$ cat src/rtl/tlc_phase_monitor.sv
// ---------------------------------------------------------------------------
// tlc_phase_monitor
//
// Receive-side conformance monitor for the traffic-light controller. It
// decodes the six 2-bit light outputs back into a phase index 0..9. It then
// checks three things against the nominal rotation P0 -> P1 -> ... -> P9 -> P0:
//   - the order in which phases follow each other,
//   - how long each phase is held (dwell),
//   - whether the light pattern is legal at all.
// Violations are reported as sticky error bits plus a one-cycle pulse.
//
// Ports
//   clk          in   1  clock, all logic on rising edge
//   rst          in   1  synchronous active-high reset
//   light_M1..S  in   2  light codes: 10=green, 01=yellow, 00=red, 11=illegal
//   clr_err      in   1  one-cycle pulse, clears the sticky error flags
//   phase        out  4  registered decoded phase 0..9, 4'hF = none
//   phase_valid  out  1  phase holds a legal value
//   locked       out  1  a legal transition was seen, timing is being checked
//   dwell        out  5  cycles the current phase has been held (saturates 31)
//   cycle_cnt    out  8  completed rotations while locked (wraps)
//   err_pattern  out  1  sticky: illegal or unknown light pattern
//   err_seq      out  1  sticky: transition other than p -> (p+1) mod 10
//   err_time     out  1  sticky: dwell too short or too long
//   err_pulse    out  1  one-cycle pulse on any new error event
// ---------------------------------------------------------------------------
module tlc_phase_monitor #(
  parameter int unsigned TMG = 10,  // main-green terminal count
  parameter int unsigned TTG = 7,   // turn-green terminal count
  parameter int unsigned TSG = 5,   // side-green terminal count
  parameter int unsigned TY  = 3    // yellow terminal count
) (
  input  logic       clk,
  input  logic       rst,
  input  logic [1:0] light_M1,
  input  logic [1:0] light_M2,
  input  logic [1:0] light_M3,
  input  logic [1:0] light_M4,
  input  logic [1:0] light_R,
  input  logic [1:0] light_S,
  input  logic       clr_err,
  output logic [3:0] phase,
  output logic       phase_valid,
  output logic       locked,
  output logic [4:0] dwell,
  output logic [7:0] cycle_cnt,
  output logic       err_pattern,
  output logic       err_seq,
  output logic       err_time,
  output logic       err_pulse
);

  localparam logic [1:0] LR = 2'b00;
  localparam logic [1:0] LY = 2'b01;
  localparam logic [1:0] LG = 2'b10;
  localparam logic [3:0] PH_NONE = 4'hF;
  localparam logic [4:0] DWELL_MAX = 5'd31;

  typedef enum logic [1:0] {
    S_IDLE  = 2'd0,
    S_SYNC  = 2'd1,
    S_TRACK = 2'd2
  } state_t;

  // Nominal dwell (terminal count + 1) of each phase.
  function automatic logic [4:0] f_expected(input logic [3:0] p);
    logic [4:0] v;
    case (p)
      4'd0:       v = 5'(TMG + 1);
      4'd2, 4'd4: v = 5'(TTG + 1);
      4'd6, 4'd8: v = 5'(TSG + 1);
      default:    v = 5'(TY + 1);
    endcase
    return v;
  endfunction

  // ---------------------------------------------------------------------
  // Combinational pattern decode. A light at 11 never matches a legal
  // entry, so it falls through to PH_NONE with the unknown combinations.
  // ---------------------------------------------------------------------
  logic [11:0] w_lights;
  logic [3:0]  w_dec;

  assign w_lights = {light_M1, light_M2, light_M3, light_M4, light_R, light_S};

  always_comb begin
    w_dec = PH_NONE;
    case (w_lights)
      {LG, LG, LR, LR, LR, LR}: w_dec = 4'd0;
      {LG, LY, LR, LR, LR, LR}: w_dec = 4'd1;
      {LG, LR, LG, LR, LR, LR}: w_dec = 4'd2;
      {LY, LR, LY, LR, LR, LR}: w_dec = 4'd3;
      {LR, LG, LR, LG, LR, LR}: w_dec = 4'd4;
      {LR, LY, LR, LY, LR, LR}: w_dec = 4'd5;
      {LR, LR, LR, LR, LG, LR}: w_dec = 4'd6;
      {LR, LR, LR, LR, LY, LR}: w_dec = 4'd7;
      {LR, LR, LR, LR, LR, LG}: w_dec = 4'd8;
      {LR, LR, LR, LR, LR, LY}: w_dec = 4'd9;
      default:                  w_dec = PH_NONE;
    endcase
  end

  // ---------------------------------------------------------------------
  // State registers
  // ---------------------------------------------------------------------
  state_t      r_state;
  logic [3:0]  r_phase;
  logic        r_phase_valid;
  logic        r_locked;
  logic [4:0]  r_dwell;
  logic [7:0]  r_cycle_cnt;
  logic        r_err_pattern;
  logic        r_err_seq;
  logic        r_err_time;
  logic        r_err_pulse;

  // ---------------------------------------------------------------------
  // Next-state logic
  // ---------------------------------------------------------------------
  state_t      w_state_next;
  logic [3:0]  w_phase_next;
  logic [4:0]  w_dwell_next;
  logic [7:0]  w_cycle_cnt_next;
  logic        w_new_pattern;
  logic        w_new_seq;
  logic        w_new_time;
  logic [3:0]  w_succ;
  logic [4:0]  w_dwell_inc;
  logic [4:0]  w_expected;

  assign w_succ      = (r_phase == 4'd9) ? 4'd0 : r_phase + 4'd1;
  assign w_dwell_inc = (r_dwell == DWELL_MAX) ? DWELL_MAX : r_dwell + 5'd1;
  assign w_expected  = f_expected(r_phase);

  always_comb begin
    w_state_next     = r_state;
    w_phase_next     = r_phase;
    w_dwell_next     = r_dwell;
    w_cycle_cnt_next = r_cycle_cnt;
    w_new_pattern    = 1'b0;
    w_new_seq        = 1'b0;
    w_new_time       = 1'b0;

    if (w_dec == PH_NONE) begin
      // Unknown pattern: only an error once we were following a phase.
      w_new_pattern = (r_state != S_IDLE);
      w_state_next  = S_IDLE;
      w_phase_next  = PH_NONE;
      w_dwell_next  = 5'd0;
    end else begin
      case (r_state)
        S_IDLE: begin
          w_phase_next = w_dec;
          w_dwell_next = 5'd1;
          w_state_next = S_SYNC;
        end

        // First phase seen is of unknown age, so its dwell is not judged.
        S_SYNC: begin
          if (w_dec == r_phase) begin
            w_dwell_next = w_dwell_inc;
          end else if (w_dec == w_succ) begin
            w_phase_next = w_dec;
            w_dwell_next = 5'd1;
            w_state_next = S_TRACK;
          end else begin
            w_new_seq    = 1'b1;
            w_phase_next = w_dec;
            w_dwell_next = 5'd1;
          end
        end

        S_TRACK: begin
          if (w_dec == r_phase) begin
            // Overrun flagged exactly once, at the edge dwell passes nominal.
            w_new_time   = (r_dwell == w_expected);
            w_dwell_next = w_dwell_inc;
          end else if (w_dec == w_succ) begin
            w_new_time   = (r_dwell < w_expected);
            w_phase_next = w_dec;
            w_dwell_next = 5'd1;
            if (r_phase == 4'd9) begin
              w_cycle_cnt_next = r_cycle_cnt + 8'd1;
            end
          end else begin
            // Out-of-order jump: resynchronise, no timing verdict on it.
            w_new_seq    = 1'b1;
            w_phase_next = w_dec;
            w_dwell_next = 5'd1;
            w_state_next = S_SYNC;
          end
        end

        default: begin
          w_state_next = S_IDLE;
          w_phase_next = PH_NONE;
          w_dwell_next = 5'd0;
        end
      endcase
    end
  end

  // ---------------------------------------------------------------------
  // Registers. A new error in the same cycle as clr_err leaves its bit set.
  // ---------------------------------------------------------------------
  always_ff @(posedge clk) begin
    if (rst) begin
      r_state       <= S_IDLE;
      r_phase       <= PH_NONE;
      r_phase_valid <= 1'b0;
      r_locked      <= 1'b0;
      r_dwell       <= 5'd0;
      r_cycle_cnt   <= 8'd0;
      r_err_pattern <= 1'b0;
      r_err_seq     <= 1'b0;
      r_err_time    <= 1'b0;
      r_err_pulse   <= 1'b0;
    end else begin
      r_state       <= w_state_next;
      r_phase       <= w_phase_next;
      r_phase_valid <= (w_phase_next != PH_NONE);
      r_locked      <= (w_state_next == S_TRACK);
      r_dwell       <= w_dwell_next;
      r_cycle_cnt   <= w_cycle_cnt_next;
      r_err_pattern <= (r_err_pattern & ~clr_err) | w_new_pattern;
      r_err_seq     <= (r_err_seq & ~clr_err) | w_new_seq;
      r_err_time    <= (r_err_time & ~clr_err) | w_new_time;
      r_err_pulse   <= w_new_pattern | w_new_seq | w_new_time;
    end
  end

  assign phase       = r_phase;
  assign phase_valid = r_phase_valid;
  assign locked      = r_locked;
  assign dwell       = r_dwell;
  assign cycle_cnt   = r_cycle_cnt;
  assign err_pattern = r_err_pattern;
  assign err_seq     = r_err_seq;
  assign err_time    = r_err_time;
  assign err_pulse   = r_err_pulse;

endmodule

$ cat config.mk
export PLATFORM = sky130hd
export DESIGN_NAME = tlc_phase_monitor
export DESIGN_NICKNAME = d
export VERILOG_FILES = /design/src/rtl/tlc_phase_monitor.sv
export SDC_FILE = /design/constraint.sdc
export NUM_CORES = 1
export LEC_CHECK = 0
export BUFFER_PORTS_ARGS = -buffer_cell sky130_fd_sc_hd__buf_2
export CAP_MARGIN = 0
export CELL_PAD_IN_SITES_DETAIL_PLACEMENT = 1
export CELL_PAD_IN_SITES_GLOBAL_PLACEMENT = 2
export CORE_ASPECT_RATIO = 1.75
export CORE_MARGIN = 2
export CORE_UTILIZATION = 29
export DETAILED_ROUTE_END_ITERATION = 10
export PLACE_DENSITY = 0.78
export SYNTH_ARGS = -nofsm -noshare
export SYNTH_HDL_FRONTEND = slang
export SYNTH_SLANG_ARGS = --single-unit
$ cat constraint.sdc
create_clock -name clk -period 2.9 [get_ports clk]
set_input_delay 0.29 -clock clk [delete_from_list [all_inputs] [get_ports clk]]
set_output_delay 0.29 -clock clk [all_outputs]
set_load 0.1 [all_outputs]
==> results_dict.tcl, run 1 <==
set metrics [dict create \
    fmax_mhz 367 \
    drcViolationCount 0 \
    synth_area_leaders "dfxtp_1 (27%), ha_1 (6.7%), nor2_1 (4.4%)" \
    initial_utilization_pct 30.2 \
    endpoint_kind "flop" \
    synth_top_area_cell "dfxtp_1" \
    r2r-start "phase[0]" \
    track_usage_pct 16.3 \
    nets 328 \
    yosysSeqAreaShare_pct 26.6 \
    crit_start "light_M4[1]" \
    overflow 0 \
    worst_hold_path.endpoint "err_time" \
    fin_skew_ns 0.00259 \
    clk_pin_slew_worst_paths_ns 0.09 \
    clk_path_buf_depth 2 \
    worstPathRequired_ns 3.11 \
    tightest_slew_ns 0.491 \
    hpwl_um 4700 \
    gp_congestion 0.775 \
    grt_pass1_wl_um 9340 \
    post_drt_wl_per_cell_um 14.7 \
    fp-row-count 38 \
    portBuffers 37 \
    ff2ff_path_depth 8 \
    cts_buffers 3 \
    syn-num-nets 257 \
    cts_root_buf "clkbuf_8" \
    synth.avg_cell_area_um2 8.10 \
    synth_cells 232 \
    antenna_found_initial 0 \
    htree_levels 1 \
    ys_ff_latch 25 \
    utilization_pct 39.3 \
    via_count 1975 \
    synth_ff_type "dfxtp_1" \
    finalHoldViolCount 0 \
    critPathKind "in -> reg" \
    period_needed_ns 2.73 \
    die_h_um 110 \
    ioPinCount 38 \
    worstPathArrival_ns 2.94 \
    coreArea_mm2 0.00623 \
    setup_violations 0 \
    slew-limit-headroom_pct 67.5 \
    hold_buffers 0 \
    power.density_mw_per_mm2 254 \
    dp.cells 378 \
    setup_slack_ns 0.172 \
    whs_path_depth 3 \
    slew_viol_final 0 \
    fp.dieW_um 64.8 \
    clk_latency_ns 0.27 \
    drtAntennaViolNets 0 \
    drt_iter0_drc 74 \
    dieArea_mm2 0.00716 \
    hp-class "in -> reg" \
    postCtsSetupBuffers 0 \
    synth.most_common_cell "dfxtp_1" \
    nFillCells 817 \
    synthDominantCellAreaShare_pct 26.6 \
    first_pass_iters 4 \
    finalNonFillerCells 382 \
    peakVddDrop_uv 154 \
    syn-cell-area_mm2 0.00188 \
    post-route-period-util_pct 94.1 \
    vias_per_cell 5.17 \
    hp-start "clr_err" \
    cp_max_fo 9 \
    rsz0062_at_grt "false" \
    status "finished, final reports clean" \
    power_leakage_nw 1.04 \
    drive_above_1_share_pct 33.4 \
    cap_violations 0 \
    n_antenna_cell 0 \
    ys_types 62 \
    grt_pass1_vias 1968 \
    r2r_slack_ns 0.52 \
    fin_total_pwr_uw 622 \
    ys_async_sr_fraction_pct 0 \
    yosys_warnings 0 \
    synth_common_cells "dfxtp_1 (25), nor2_1 (22), nand2_1 (15)" \
    crit-reg2reg-capture "cycle_cnt[3]" \
    grt_max_degree 17 \
    post-place-ws_ns -0.126 \
    cp-start-kind "primary input" \
    synthToLayoutAreaGrowth_pct 30.3 \
    wirelength_um 5630 \
    synth-edff-count 0 \
    cts_tree "yes" \
    cts_resized 0 \
    cts_sinks 25 \
]
worst max-delay path: stages:
cell and delay (ns):
buf_2 0.12, or4_4 0.55, nor2_1 0.16, and3_1 0.26
nor3_2 0.07, buf_4 0.19, mux2_4 0.27, or4_4 0.55
or3_1 0.32, a21oi_1 0.14
flip-flops by register name, indices dropped and copies added, names as in the netlist:
signal / cells
err_seq: 1
err_time: 1
dwell: 5
locked: 1
err_pattern: 1
phase: 4
err_pulse: 1
r_state: 2
phase_valid: 1
cycle_cnt: 8
per-layer routing:
layer | global-route usage [%] | wire length, um
met1 | 16.5 | 2080
met2 | 32.7 | 3290
met3 | 0.713 | 127
met4 | 6.67 | 137
met5 | 0 | 0
power breakdown:
part	switching, mW	total (mW)	internal (mW)
sequential	0.0000802	0.343	0.343
clock	0.113	0.212	0.0985
combinational	0.0341	0.0677	0.0336
total	0.147	0.622	0.475
cell families (layout without fill, tap and decap cells):
logic type               after synthesis  count (layout)  synth area share, %
AND/OR/NAND/NOR                      109             109                 34.5
AO/OA/AOI/OAI                         54              54                 20.1
flip-flops                            25              25                 26.6
buffers and inverters                 20              90                 4.93
adder cells (fa/ha/maj)               10              10                 6.66
XOR/XNOR                              10              10                 4.66
multiplexers                           4               4                 2.46
through the flow:
stage | area [um^2] | hold slack (ns) | setup TNS [ns]
floorplan | 1880 | 0.468 | 0
global route | 2450 | 0.323 | 0
detailed placement | 2400 | 0.460 | -0.615
finish | 2450 | 0.292 | 0
CTS | 2450 | 0.297 | 0
global placement | 2400 | 0.457 | -0.294
cells in the final DEF (no fill, tap or decap), types with 4 or more instances in the layout:
master and n:
ha_1 10, nand2b_1 5, inv_1 11, nor2_1 22, o211ai_1 4, xnor2_1 8, a21oi_1 14, or3_1 4
buf_2 37, nor2b_1 6, dfxtp_1 21, o21ai_1 4, nand2_1 15, dfxtp_2 4, o21ai_0 8, nand3_1 9
nor3_1 8, buf_4 38, and3_1 6, nor4_1 5
area by class of cell:
| class | instances | area, um^2 | area share [%] |
|---|---|---|---|
| clock buffers | 4 | 45.0 | 1.84 |
| well taps | 80 | 100 | 4.09 |
| inverters | 11 | 41.3 | 1.69 |
| flip-flops and latches | 25 | 505 | 20.7 |
| multi-input cells | 187 | 1280 | 52.5 |
| repair buffers | 75 | 470 | 19.2 |
worst max path at each step:
stage,endpoint,cells past startpoint
floorplan,cycle_cnt[3],10
global placement,cycle_cnt[3],10
detailed placement,dwell[2],10
CTS,dwell[2],10
global route,dwell[2],10
finish,cycle_cnt[3],10
Note: power is estimated with default switching activity, not from simulation.
==> run 2, diff against run 1 <==
- PLACE_DENSITY: 0.78 -> default
- PLACE_DENSITY_LB_ADDON: default -> 0.1
==> run 2 against run 1 <==
Final cell count up 0.26%; first-iteration DRC count shrank 9.5%; sequential power barely moved; maximum frequency decreased by 1.8%; combinational power is 3% higher; worst hold slack worse by 0.0036 ns; design area rose by 0.56%; core utilization rose by 0.22 points; critical path type unchanged; sequential share of layout area decreased by 0.12 points; critical path depth is 1 higher; die area did not move.
==> results_dict.tcl, run 2 (same netlist as run 1, synthesis figures left out) <==
set metrics [dict create \
    cap_violations 0 \
    slew-limit-headroom_pct 66.3 \
    whs_path_depth 3 \
    post_drt_wl_per_cell_um 14.9 \
    fp-row-count 38 \
    finalNonFillerCells 383 \
    dieArea_mm2 0.00716 \
    fp.dieW_um 64.8 \
    initial_utilization_pct 30.2 \
    hp-start "clr_err" \
    clk_path_buf_depth 2 \
    drtAntennaViolNets 0 \
    hpwl_um 4680 \
    coreArea_mm2 0.00623 \
    drcViolationCount 0 \
    path_cells "buf_2 > nor4_2 > buf_4 > o21ai_0 > a21oi_4 > o32ai_1 > a221oi_2 > nand4_2 > or4_4 > or3_1 > a21oi_1" \
    worstPathRequired_ns 3.12 \
    largest_reg_flops 8 \
    track_usage_pct 16.7 \
    dp.cells 379 \
    status "finished, final reports clean" \
    r2r-start "phase[0]" \
    worst_hold_path.endpoint "err_seq" \
    cts_resized 0 \
    n_antenna_cell 0 \
    setup_tns_ns 0 \
    ioPinCount 38 \
    grt_max_degree 17 \
    via_count 1985 \
    crit_slowest_cell "or4_4" \
    vias_per_cell 5.18 \
    r2r_slack_ns 0.44 \
    p_seq_share_pct 54.5 \
    gp_congestion 0.767 \
    cts_root_buf "clkbuf_8" \
    clk_latency_ns 0.29 \
    grt_pass1_wl_um 9440 \
    postCtsSetupBuffers 0 \
    fmax_mhz 360 \
    power_leakage_nw 1.04 \
    final_cell_mix "buf_4 (39), buf_2 (37), nor2_1 (22), dfxtp_1 (21), nand2_1 (15)" \
    synthToLayoutAreaGrowth_pct 31.0 \
    layout_commonest_cell "buf_4" \
    tightest_slew_ns 0.509 \
    crit_family "simple AND/OR/NAND/NOR gates" \
    p_comb_share_pct 11.0 \
    setup_violations 0 \
    cts_sinks 25 \
    p_int_uw 476 \
    cts_buffers 3 \
    power.density_mw_per_mm2 256 \
    peakVddDrop_uv 123 \
    clockPowerShare_pct 34.5 \
    ff2ff_path_depth 8 \
    slew_viol_final 0 \
    grt_pass1_vias 2007 \
    hold_buffers 0 \
    htree_levels 1 \
    cts_tree "yes" \
    fin_skew_ns 0.00718 \
    rsz0062_at_grt "false" \
    wirelength_um 5690 \
    crit-reg2reg-capture "cycle_cnt[3]" \
    first_pass_iters 4 \
    sw_frac_of_total_pct 24.3 \
    post-route-period-util_pct 95.8 \
    antenna_found_initial 0 \
    drive_above_1_share_pct 34.0 \
    netSwitchingPower_uw 153 \
    endpoint_kind "flop" \
    cp-start-kind "primary input" \
    nFillCells 804 \
    hp-class "in -> reg" \
    cp_max_fo 6 \
    period_needed_ns 2.78 \
    critPathBufInv 2 \
    overflow 0 \
    cp_slowest_stage_delay_ns 0.57 \
    worstPathArrival_ns 3.00 \
    clk_pin_slew_worst_paths_ns 0.09 \
    portBuffers 37 \
    nets 329 \
    finalHoldViolCount 0 \
    critPathKind "in -> reg" \
    die_h_um 110 \
    drt_iter0_drc 67 \
]
[run 2: changes by cell type in the layout (fill, tap and decap cells not counted)]
| cell | delta |
|---|---|
| nor4_1 | -1 |
| buf_4 | +1 |
| nor4_2 | +1 |
[run 2: worst max-delay path by stage]
stage | from | endpoint | slack, ns | cells after the start
floorplan | light_R[1] | cycle_cnt[3] | 0.08 | 10
global placement | light_M4[1] | cycle_cnt[5] | -0.21 | 11
global route | light_M4[1] | cycle_cnt[3] | 0.006 | 11
finish | light_M4[1] | cycle_cnt[3] | 0.12 | 11
CTS | light_M4[1] | cycle_cnt[3] | 0.05 | 11
detailed placement | light_M4[1] | cycle_cnt[3] | -0.25 | 11
[run 2: worst reg2reg max path, stage by stage, from the launching register on]
cell and delay, ns:
dfxtp_2 0.50, nand2_1 0.17, nand2_1 0.11, o32ai_1 0.11
a221oi_2 0.28, nand4_2 0.19, or4_4 0.57, or3_1 0.32
a21oi_1 0.14
[run 2: through the flow]
stage	total power [mW]	cell area, um^2	setup slack (ns)	hold slack (ns)	util [%]
after floorplan	0.380	1880	0.0751	0.468	-
after global placement	0.419	2410	-0.208	0.457	38.7
after detailed placement	0.421	2410	-0.250	0.468	38.7
after CTS	0.641	2450	0.0537	0.290	39.4
after global routing	0.659	2460	0.00597	0.310	39.5
final	0.629	2460	0.121	0.288	39.5
[run 2: routing by layer]
metal / track usage (%) / share of wire (%) / vias up
met5: 0 / 0 / -
met1: 16.9 / 38 / 945
met2: 32.2 / 57 / 32
met3: 1.73 / 2.4 / 10
li1: - / - / 998
met4: 7.94 / 2.8 / 0
[run 2: cell type report]
cell class / instances / area [um^2] / area share, %
flip-flops and latches: 25 / 505 / 20.5
repair buffers: 76 / 478 / 19.4
clock buffers: 4 / 45.0 / 1.83
well taps: 80 / 100 / 4.07
multi-input cells: 187 / 1290 / 52.5
inverters: 11 / 41.3 / 1.68
[run 2: power groups by stage]
stage	Clock, mW	Combinational [mW]	Sequential (mW)
after detailed placement	0	0.0695	0.351
after CTS	0.228	0.0695	0.343
after global routing	0.239	0.0767	0.343
after floorplan	0	0.0281	0.352
after global placement	0	0.0683	0.351
final	0.217	0.0695	0.343
